## config.mk

```make
export PLATFORM = sky130hd
export DESIGN_NAME = contador_ocupacion
export DESIGN_NICKNAME = d
export VERILOG_FILES = /design/src/rtl/contador_ocupacion_pkg.sv /design/src/rtl/bin_a_bcd.sv /design/src/rtl/contador_ocupacion.sv
export SDC_FILE = /design/constraint.sdc
export NUM_CORES = 1
export LEC_CHECK = 0
export BUFFER_PORTS_ARGS = -buffer_cell sky130_fd_sc_hd__buf_4
export CORE_ASPECT_RATIO = 0.5
export CORE_UTILIZATION = 40
export CTS_CLUSTER_DIAMETER = 80
export CTS_CLUSTER_SIZE = 10
export DETAILED_ROUTE_END_ITERATION = 7
export GPL_ROUTABILITY_DRIVEN = 0
export PLACE_DENSITY = 0.59
export SETUP_SLACK_MARGIN = 0.5
export SLEW_MARGIN = 20
export SYNTH_ARGS = -nofsm -noshare
export SYNTH_HDL_FRONTEND = slang
export SYNTH_HIERARCHICAL = 1
export SYNTH_SLANG_ARGS = --single-unit
```

## constraint.sdc

```tcl
create_clock -name clk -period 31.9 [get_ports clk]
set_input_delay 3.19 -clock clk [delete_from_list [all_inputs] [get_ports clk]]
set_output_delay 3.19 -clock clk [all_outputs]
set_load 0.03 [all_outputs]
```

## src/rtl/contador_ocupacion_pkg.sv

```systemverilog
`default_nettype none
// ============================================================================
//  Module   : contador_ocupacion_pkg
//  Purpose  : Shared encodings for the parking occupancy counter and the
//             upstream parking FSM, plus constant BCD digit helpers.
//  Revision : 1.0 - initial release
// ============================================================================
package contador_ocupacion_pkg;

  // Width of every occupancy/free-space count (covers 0..99)
  localparam int unsigned CUENTA_W = 7;

  // Occupancy FSM states
  typedef enum logic [1:0] {
    VACIO      = 2'd0,
    DISPONIBLE = 2'd1,
    LLENO      = 2'd2,
    ERROR      = 2'd3
  } ocupacion_t;

  // Upstream parking (barrier) FSM states that produce entrada/salida
  typedef enum logic [2:0] {
    P_REPOSO     = 3'd0,
    P_ENTRANDO   = 3'd1,
    P_ESPERA_ENT = 3'd2,
    P_SALIENDO   = 3'd3,
    P_ESPERA_SAL = 3'd4
  } parking_t;

  // Tens digit of a constant, used for reset values only
  function automatic logic [3:0] decenas_de(input int unsigned v);
    return 4'(v / 10);
  endfunction

  // Units digit of a constant, used for reset values only
  function automatic logic [3:0] unidades_de(input int unsigned v);
    return 4'(v % 10);
  endfunction

endpackage
`default_nettype wire

```

## src/rtl/bin_a_bcd.sv

```systemverilog
`default_nettype none
// ============================================================================
//  Module   : bin_a_bcd
//  Purpose  : Combinational binary (0..99) to two-digit BCD converter.
//  Revision : 1.0 - initial release
// ============================================================================
module bin_a_bcd
  import contador_ocupacion_pkg::*;
(
  input  logic [CUENTA_W-1:0] bin,
  output logic [3:0]          dec,
  output logic [3:0]          uni
);

  logic [CUENTA_W-1:0] resto;

  // Repeated subtraction of ten; nine steps are enough for inputs up to 99
  always_comb begin
    resto = bin;
    dec   = 4'd0;
    for (int i = 0; i < 9; i++) begin
      if (resto >= 7'd10) begin
        resto = resto - 7'd10;
        dec   = dec + 4'd1;
      end
    end
    uni = 4'(resto);
  end

endmodule
`default_nettype wire

```

## src/rtl/contador_ocupacion.sv

```systemverilog
`default_nettype none
// ============================================================================
//  Module   : contador_ocupacion
//  Purpose  : Parking occupancy counter with edge-detected entry/exit events,
//             saturating count, sticky error flag and BCD free-space digits.
//  Revision : 1.0 - initial release
// ============================================================================
module contador_ocupacion
  import contador_ocupacion_pkg::*;
#(
  parameter int CAPACIDAD = 20
) (
  input  logic                clk,
  input  logic                reset,
  input  logic                entrada,
  input  logic                salida,
  input  logic                clr_error,
  output logic [CUENTA_W-1:0] ocupados,
  output logic [CUENTA_W-1:0] libres,
  output logic                lleno,
  output logic                vacio,
  output logic                error,
  output logic [3:0]          bcd_dec,
  output logic [3:0]          bcd_uni
);

  localparam logic [CUENTA_W-1:0] CAP     = CUENTA_W'(CAPACIDAD);
  localparam logic [3:0]          RST_DEC = decenas_de(CAPACIDAD);
  localparam logic [3:0]          RST_UNI = unidades_de(CAPACIDAD);

  logic                entrada_q, salida_q;
  logic                armado;     // set after the first post-reset sample
  logic                ent_edge, sal_edge, suma, resta;
  ocupacion_t          state, state_next, ocup_next;
  logic [CUENTA_W-1:0] count_next, libres_next;
  logic                err_set, error_next;
  logic [3:0]          dec_next, uni_next;

  // Previous-sample registers; an input already high at reset release
  // is absorbed by the first sample because armado is still low
  always_ff @(posedge clk or posedge reset) begin
    if (reset) begin
      entrada_q <= 1'b0;
      salida_q  <= 1'b0;
      armado    <= 1'b0;
    end else begin
      entrada_q <= entrada;
      salida_q  <= salida;
      armado    <= 1'b1;
    end
  end

  assign ent_edge = armado & entrada & ~entrada_q;
  assign sal_edge = armado & salida  & ~salida_q;
  // Simultaneous events cancel out
  assign suma     = ent_edge & ~sal_edge;
  assign resta    = sal_edge & ~ent_edge;

  // Next count, error and state from the current occupancy state
  always_comb begin
    count_next = ocupados;
    err_set    = 1'b0;
    unique case (state)
      VACIO: begin
        if (suma)  count_next = ocupados + 7'd1;
        if (resta) err_set    = 1'b1;
      end
      DISPONIBLE: begin
        if (suma)  count_next = ocupados + 7'd1;
        if (resta) count_next = ocupados - 7'd1;
      end
      LLENO: begin
        if (suma)  err_set    = 1'b1;
        if (resta) count_next = ocupados - 7'd1;
      end
      ERROR: begin
        if (suma) begin
          if (ocupados == CAP) err_set    = 1'b1;
          else                 count_next = ocupados + 7'd1;
        end
        if (resta) begin
          if (ocupados == '0)  err_set    = 1'b1;
          else                 count_next = ocupados - 7'd1;
        end
      end
      default: count_next = ocupados;
    endcase

    // Clear wins over a new overflow/underflow in the same cycle
    error_next = ~clr_error & (error | err_set);

    if (count_next == '0)       ocup_next = VACIO;
    else if (count_next == CAP) ocup_next = LLENO;
    else                        ocup_next = DISPONIBLE;

    state_next  = error_next ? ERROR : ocup_next;
    libres_next = CAP - count_next;
  end

  bin_a_bcd u_bin_a_bcd (
    .bin (libres_next),
    .dec (dec_next),
    .uni (uni_next)
  );

  // State and all outputs register together so they change on one edge
  always_ff @(posedge clk or posedge reset) begin
    if (reset) begin
      state    <= VACIO;
      ocupados <= '0;
      libres   <= CAP;
      lleno    <= 1'b0;
      vacio    <= 1'b1;
      error    <= 1'b0;
      bcd_dec  <= RST_DEC;
      bcd_uni  <= RST_UNI;
    end else begin
      state    <= state_next;
      ocupados <= count_next;
      libres   <= libres_next;
      lleno    <= (count_next == CAP);
      vacio    <= (count_next == '0);
      error    <= error_next;
      bcd_dec  <= dec_next;
      bcd_uni  <= uni_next;
    end
  end

endmodule
`default_nettype wire

```

; Word level (Yosys, flattened, before mapping)
; Index checks and enable logic that the tools add are counted.
[op_classes]
reduce_logical = 3
eq_ne = 5
magnitude_cmp = 9
bitwise = 13
addsub = 20
n_mux = 36
[op_table]
columns = operator, n
row1 = 7-bit two-way mux, 15
row2 = 7-bit by 4-bit greater-or-equal comparator with 1-bit output (second input constant), 9
row3 = 7-bit by 4-bit subtractor with 7-bit output (second input constant), 8
row4 = 4-bit two-way mux, 9
row5 = 4-bit by 1-bit adder with 4-bit output (second input constant), 7
row6 = 7-bit one-hot mux with 4 select lines, 1
row7 = 7-bit by 5-bit == test with 1-bit output (second input constant), 2
row8 = 7-bit logical NOT, 2
row9 = 7-bit by 1-bit adder with 7-bit output (second input constant), 1
row10 = 1-bit bitwise AND, 7
row11 = 1-bit two-way mux, 7
row12 = 5-bit by 7-bit subtractor with 7-bit output (first input constant), 1
row13 = 7-bit by 1-bit subtractor with 7-bit output (second input constant), 1
row14 = 2-bit two-way mux, 3
row15 = 1-bit NOT, 5
row16 = 2-bit == test (second input constant), 2
row17 = 4-bit subtractor (second input constant), 1
row18 = 1-bit one-hot mux with 3 select lines, 1
row19 = 1-bit by 1-bit adder with 2-bit output (second input constant), 1
row20 = 2-bit by 1-bit == test with 1-bit output (second input constant), 1
row21 = 2-bit logical NOT, 1
row22 = 1-bit bitwise OR, 1
[totals]
inputBits = 5
register_bits = 30
output_inout_bits = 25
elab_cells = 97

; Logic depth before layout (Yosys ltp)
[logic_depth]
ltp_word = 27
depth_mapped = 77
depth_no_buf = 74

; Hierarchy
; Netlist, hierarchy kept.
[modules_own_cells]
columns = module, instances, seq_area_each_um2, cells_per_inst, area_per_inst_um2
row1 = bin_a_bcd, 1, 0.0, 391, 2747.6
row2 = contador_ocupacion, 1, 730.7, 209, 2016.9

; Worst setup path before layout
; Ideal clock, no wire load.
[synth_path]
path_kind = input-to-reg
start = in salida
end = reg bcd_dec[2]
setup_time_ns = 0.123
arrival_ns = 15.025
path_buffers = 3
stages = 69
path_slack_ns = 16.753
required_time_ns = 31.777
cell_sequence = nor2b_1 -> clkbuf_1 -> nand3_1 -> o2111a_1 -> nor4_1 -> and2_1 -> ha_1 -> nor2_1 -> o211a_1 -> nor3_2 -> nand2_1 -> a311oi_1 -> nor3_2 -> nand2_2 -> inv_2 -> xnor2_2 -> ha_1 -> nor2b_1 -> (+33 left out) -> inv_1 -> ha_1 -> nor2b_1 -> o211a_1 -> or3_1 -> buf_6 -> xor2_1 -> ha_1 -> nand2_1 -> nand4b_1 -> mux2i_1 -> o21ai_2 -> xnor2_1 -> ha_1 -> o311ai_4 -> a21boi_2 -> nor2b_2 -> xnor2_1
[synth_between]
elab_chain_cells = 27
word_cells_on_any_way = 55
classes_between = add/sub (17) / order compare (9) / mux (24) / bitwise (5)
[synth_rtl]
columns = element, line_no
row1 = start: declaration, contador_ocupacion.sv:16  ; input logic salida,
row2 = 1-bit bitwise AND (*) (2 in series), contador_ocupacion.sv:54  ; assign sal_edge = armado & salida & ~salida_q;
row3 = 1-bit NOT, contador_ocupacion.sv:56  ; assign suma = ent_edge & ~sal_edge;
row4 = 1-bit bitwise AND, contador_ocupacion.sv:56
row5 = 7-bit two-way mux, contador_ocupacion.sv:77  ; if (suma) begin
row6 = 7-bit two-way mux, contador_ocupacion.sv:82  ; if (ocupados == '0) err_set = 1'b1;
row7 = 7-bit two-way mux, contador_ocupacion.sv:81  ; if (resta) begin
row8 = 7-bit one-hot mux with 4 select lines (*), contador_ocupacion.sv:63  ; unique case (state)
row9 = 5-bit by 7-bit subtractor with 7-bit output (*), contador_ocupacion.sv:97  ; libres_next = CAP - count_next;
row10 = net libres_next[6], contador_ocupacion.sv:35  ; logic [CUENTA_W-1:0] count_next, libres_next;
row11 = (+11 left out), --
row12 = 7-bit two-way mux or 4-bit two-way mux (tied branches), bin_a_bcd.sv:22  ; if (resto >= 7'd10) begin
row13 = 7-bit by 4-bit subtractor with 7-bit output (tied with other cells), bin_a_bcd.sv:23  ; resto = resto - 7'd10;
row14 = 7-bit two-way mux or 4-bit two-way mux (tied branches), bin_a_bcd.sv:22
row15 = 7-bit by 4-bit subtractor with 7-bit output (tied with other cells), bin_a_bcd.sv:23
row16 = 7-bit two-way mux or 4-bit two-way mux (tied branches), bin_a_bcd.sv:22
row17 = 7-bit by 4-bit greater-or-equal comparator with 1-bit output or 4-bit by 1-bit adder with 4-bit output (tied branches), "bin_a_bcd.sv:22, bin_a_bcd.sv:24"
row18 = 4-bit two-way mux (*), bin_a_bcd.sv:22
row19 = net dec_next[2], contador_ocupacion.sv:37  ; logic [3:0] dec_next, uni_next;
row20 = end signal: assignment, contador_ocupacion.sv:124  ; bcd_dec <= dec_next;
row21 = end: declaration, contador_ocupacion.sv:23  ; output logic [3:0] bcd_dec,
; Mark *: on every way through the listed nets, which the timed path passes. The rest lies on a longest branch.

; Worst setup path in the final report
[layout_path]
start = in salida
end = reg bcd_dec[1]
; Same word-level chain as after synthesis.

==> run summary <==
### Status
* result of the run: completed

### Route
* total iterations of the first detailed-routing run: 7
* DRT Wirelength: 12700 microns
* vias post-DR: 4709
* routed vias/inst: 6.08
* number of antenna-violating nets in the routed design: 0
* routed len/inst: 16.4 microns
* DRC viols: 0
* drt first-iter violations: 299

### Worst setup path
* number of cell instances on the worst register-to-register path: 68
* critical path class: input port to register
* flop2flop setup slack: 16.51 ns
* Critical R2R Launch: ocupados[1]
* data arrival time of the critical path: 17.81 ns
* capture instance of the worst register-to-register path: bcd_dec[1]
* most used cell along the critical path: sky130_fd_sc_hd__ha_1
* longest individual stage delay on the worst path: 0.79 ns
* element type at the critical path end: register
* Worst Path Max Fanout: 11
* data required time at the worst endpoint: 32.09 ns
* Slowest cell on crit path: sky130_fd_sc_hd__a311oi_1
* category of the worst setup path launch point: input port

### Floorplan
* die width: 156 microns
* vertical die dimension: 79.2 microns
* num rows: 27
* Starting Density: 42.2%
* DIE AREA: 0.0124 sq mm
* I/O pin count: 30
* core area: 0.0113 sq mm

### Synthesis
* post-synthesis cell type with the largest combined area: sky130_fd_sc_hd__dfrtp_1
* Cell variety after synth: 108
* number of synthesis warnings: 6
* count of state elements after synthesis: 29
* number of flops mapped to enable cells by yosys: 0
* Mapped Nets: 627
* Primary FF master, synth: sky130_fd_sc_hd__dfrtp_1
* share of the synthesized area in the top cell type: 13.1%
* synth top area cells: sky130_fd_sc_hd__dfrtp_1 13%, sky130_fd_sc_hd__ha_1 5.8%, sky130_fd_sc_hd__xnor2_1 5.1%, sky130_fd_sc_hd__nand2_1 3.5%, sky130_fd_sc_hd__nor2_1 3.2%
* most numerous cell in the Yosys netlist: sky130_fd_sc_hd__nand2_1
* fraction of registers with async set/reset: 100%
* share of the yosys chip area belonging to registers: 15.3%
* netlist area before placement: 0.00476 sq mm
* list of most frequent post-synthesis cells: 45 x sky130_fd_sc_hd__nand2_1, 41 x sky130_fd_sc_hd__nor2_1, 31 x sky130_fd_sc_hd__inv_1, 28 x sky130_fd_sc_hd__a21oi_1, 28 x sky130_fd_sc_hd__xnor2_1
* Syn Inst Count: 600
* mean area per synthesized cell: 7.94 sq um

### Clocking
* hold-fix buffer count after cts: 0
* H-tree levels: 2
* CTS root buf: sky130_fd_sc_hd__clkbuf_16
* CTS tree: built
* number of buffers added by the clock tree synthesis step: 5
* Reg clk slew, reported paths: 0.05 ns
* clock sinks: 29
* buffer levels on the longest clock path: 2
* latest clock arrival within the worst-skew pair: 0.27 ns
* count of cells resized by post-cts repair: 0
* Post-CTS Repair Setup Buffers: 0

### Timing
* Setup violations, final: 0
* sum of negative setup slack: 0 ns
* minimum clock period: 17.62 ns
* hold violation count in the final report: 0
* Final Max Slew Viols: 0
* Worst Tran Pin Value: 0.919 ns
* crit share post-route: 55.2%
* unrepaired setup endpoints after global routing: no
* final setup skew: 0.00289 ns
* top achievable clock speed: 56.8 MHz
* worst relative slew slack: 38.3%

### Min path
* start point of the worst min-delay path: error
* number of cells traversed by the worst hold path: 2
* Min-Delay Endpoint: state[1]
* class of the tightest hold or removal check: register to register

### Final layout
* register area: 731 sq um
* Antenna Diode Count: 0
* # fillers: 1111
* post-route cell area: 0.00517 sq mm
* relative area change from synthesis to final layout: 8.51%
* area occupied by multi-input gates: 0.00369 sq mm
* net count of the finished layout: 641
* final standard cell utilization of the core: 45.8%
* fraction of final layout cells sized beyond drive strength 1: 19.8%

### Flow run
* number of max-cap violations: 0

### Global routing
* vias in the first global route: 4311
* pin count of the biggest net entering global routing: 30
* final global-route overflow total: 0
* wire length of the first global-routing pass: 21200 microns
* number of antenna violations at the first check in global routing: 0
* overall routing resource usage: 21.0%

### Placed design
* number of port buffers: 29
* post-detailed-placement half-perimeter wirelength: 9670 microns
* Placed Instance Area: 0.00500 sq mm

-- kinds of logic after synthesis --
family	after synthesis	synth area share (%)
AO/OA/AOI/OAI	199	33.2
XOR/XNOR	36	6.78
adder cells (fa/ha/maj)	22	5.78
buffers and inverters	61	7.17
flip-flops	29	15.3
multiplexers	17	3.68
other	1	0.0787
AND/OR/NAND/NOR	235	28.0
-- sequential cells by signal, indices dropped and copies added (netlist names) --
register   flops
armado         1
bcd_dec        4
bcd_uni        4
entrada_q      1
error          1
libres         7
lleno          1
ocupados       6
salida_q       1
state          2
vacio          1
-- layout by cell type (no fill, tap or decap), types with 6 or more instances in the layout --
cell type / synthesis / layout
sky130_fd_sc_hd__inv_1: 31 / 30
sky130_fd_sc_hd__o22ai_1: 6 / 6
sky130_fd_sc_hd__o211ai_1: 8 / 8
sky130_fd_sc_hd__o21a_1: 9 / 9
sky130_fd_sc_hd__a211oi_1: 6 / 6
sky130_fd_sc_hd__a21o_1: 8 / 8
sky130_fd_sc_hd__o31ai_1: 8 / 8
sky130_fd_sc_hd__nor2b_1: 12 / 12
sky130_fd_sc_hd__nand4_1: 8 / 8
sky130_fd_sc_hd__ha_1: 22 / 22
sky130_fd_sc_hd__nor2_1: 41 / 41
sky130_fd_sc_hd__nand2_1: 45 / 45
sky130_fd_sc_hd__and3_1: 6 / 6
sky130_fd_sc_hd__a21oi_1: 28 / 28
sky130_fd_sc_hd__xor2_1: 7 / 7
sky130_fd_sc_hd__buf_4: 3 / 32
sky130_fd_sc_hd__or2_2: 12 / 12
sky130_fd_sc_hd__nand3_1: 23 / 23
sky130_fd_sc_hd__xnor2_1: 28 / 28
sky130_fd_sc_hd__nor4_1: 11 / 11
sky130_fd_sc_hd__nand2b_1: 9 / 9
sky130_fd_sc_hd__dfrtp_1: 25 / 25
sky130_fd_sc_hd__mux2i_1: 13 / 13
sky130_fd_sc_hd__o21ai_0: 27 / 27
sky130_fd_sc_hd__a31oi_1: 9 / 9
sky130_fd_sc_hd__nor3_1: 14 / 14
sky130_fd_sc_hd__nor3_2: 7 / 7
-- per-stage QoR --
stage | std cells | hold slack (ns) | worst slack (ns)
floorplan | 600 | 0.749 | 16.75
global placement | 766 | 0.627 | 14.49
detailed placement | 766 | 0.636 | 14.29
CTS | 774 | 0.648 | 14.46
global route | 774 | 0.698 | 12.77
finish | 774 | 0.674 | 14.28
-- layer usage --
layer	global-route usage, %	part of all wire (%)	vias to the layer above
li1	-	-	2324
met1	27.8	49	2231
met2	36.1	46	132
met3	1.53	3.3	22
met4	7.45	1.8	0
met5	0	0	-
-- critical path, delay by kind of cell --
family	cells	cell delay, ns
AOI/OAI and AO/OA	19	4.63
xor gates and xnor gates	5	1.41
adders and majority gates	9	1.93
buffers and inverters	5	0.43
muxes	1	0.38
and+or+nand+nor	28	5.85
-- layout make-up --
class / instances / area share, %
clock inverter: 1 / 0.581
sequential: 29 / 14.1
multi-input combinational: 510 / 71.4
timing repair buffer: 32 / 4.65
clock buffer: 7 / 2.76
inverter: 36 / 2.61
tap: 159 / 3.85
-- how the worst max path moves through the flow --
stage,startpoint,cells past startpoint,to
6_report,salida,67,bcd_dec[1]
5_1_grt,salida,68,bcd_dec[2]
4_1_cts,salida,67,bcd_dec[1]
3_5_place_dp,salida,67,bcd_dec[2]
3_3_place_gp,salida,69,bcd_dec[2]
2_1_floorplan,salida,69,bcd_dec[2]
Power is not shown: default switching activity piles up to over one toggle a cycle in this logic, so the estimate is an artifact.
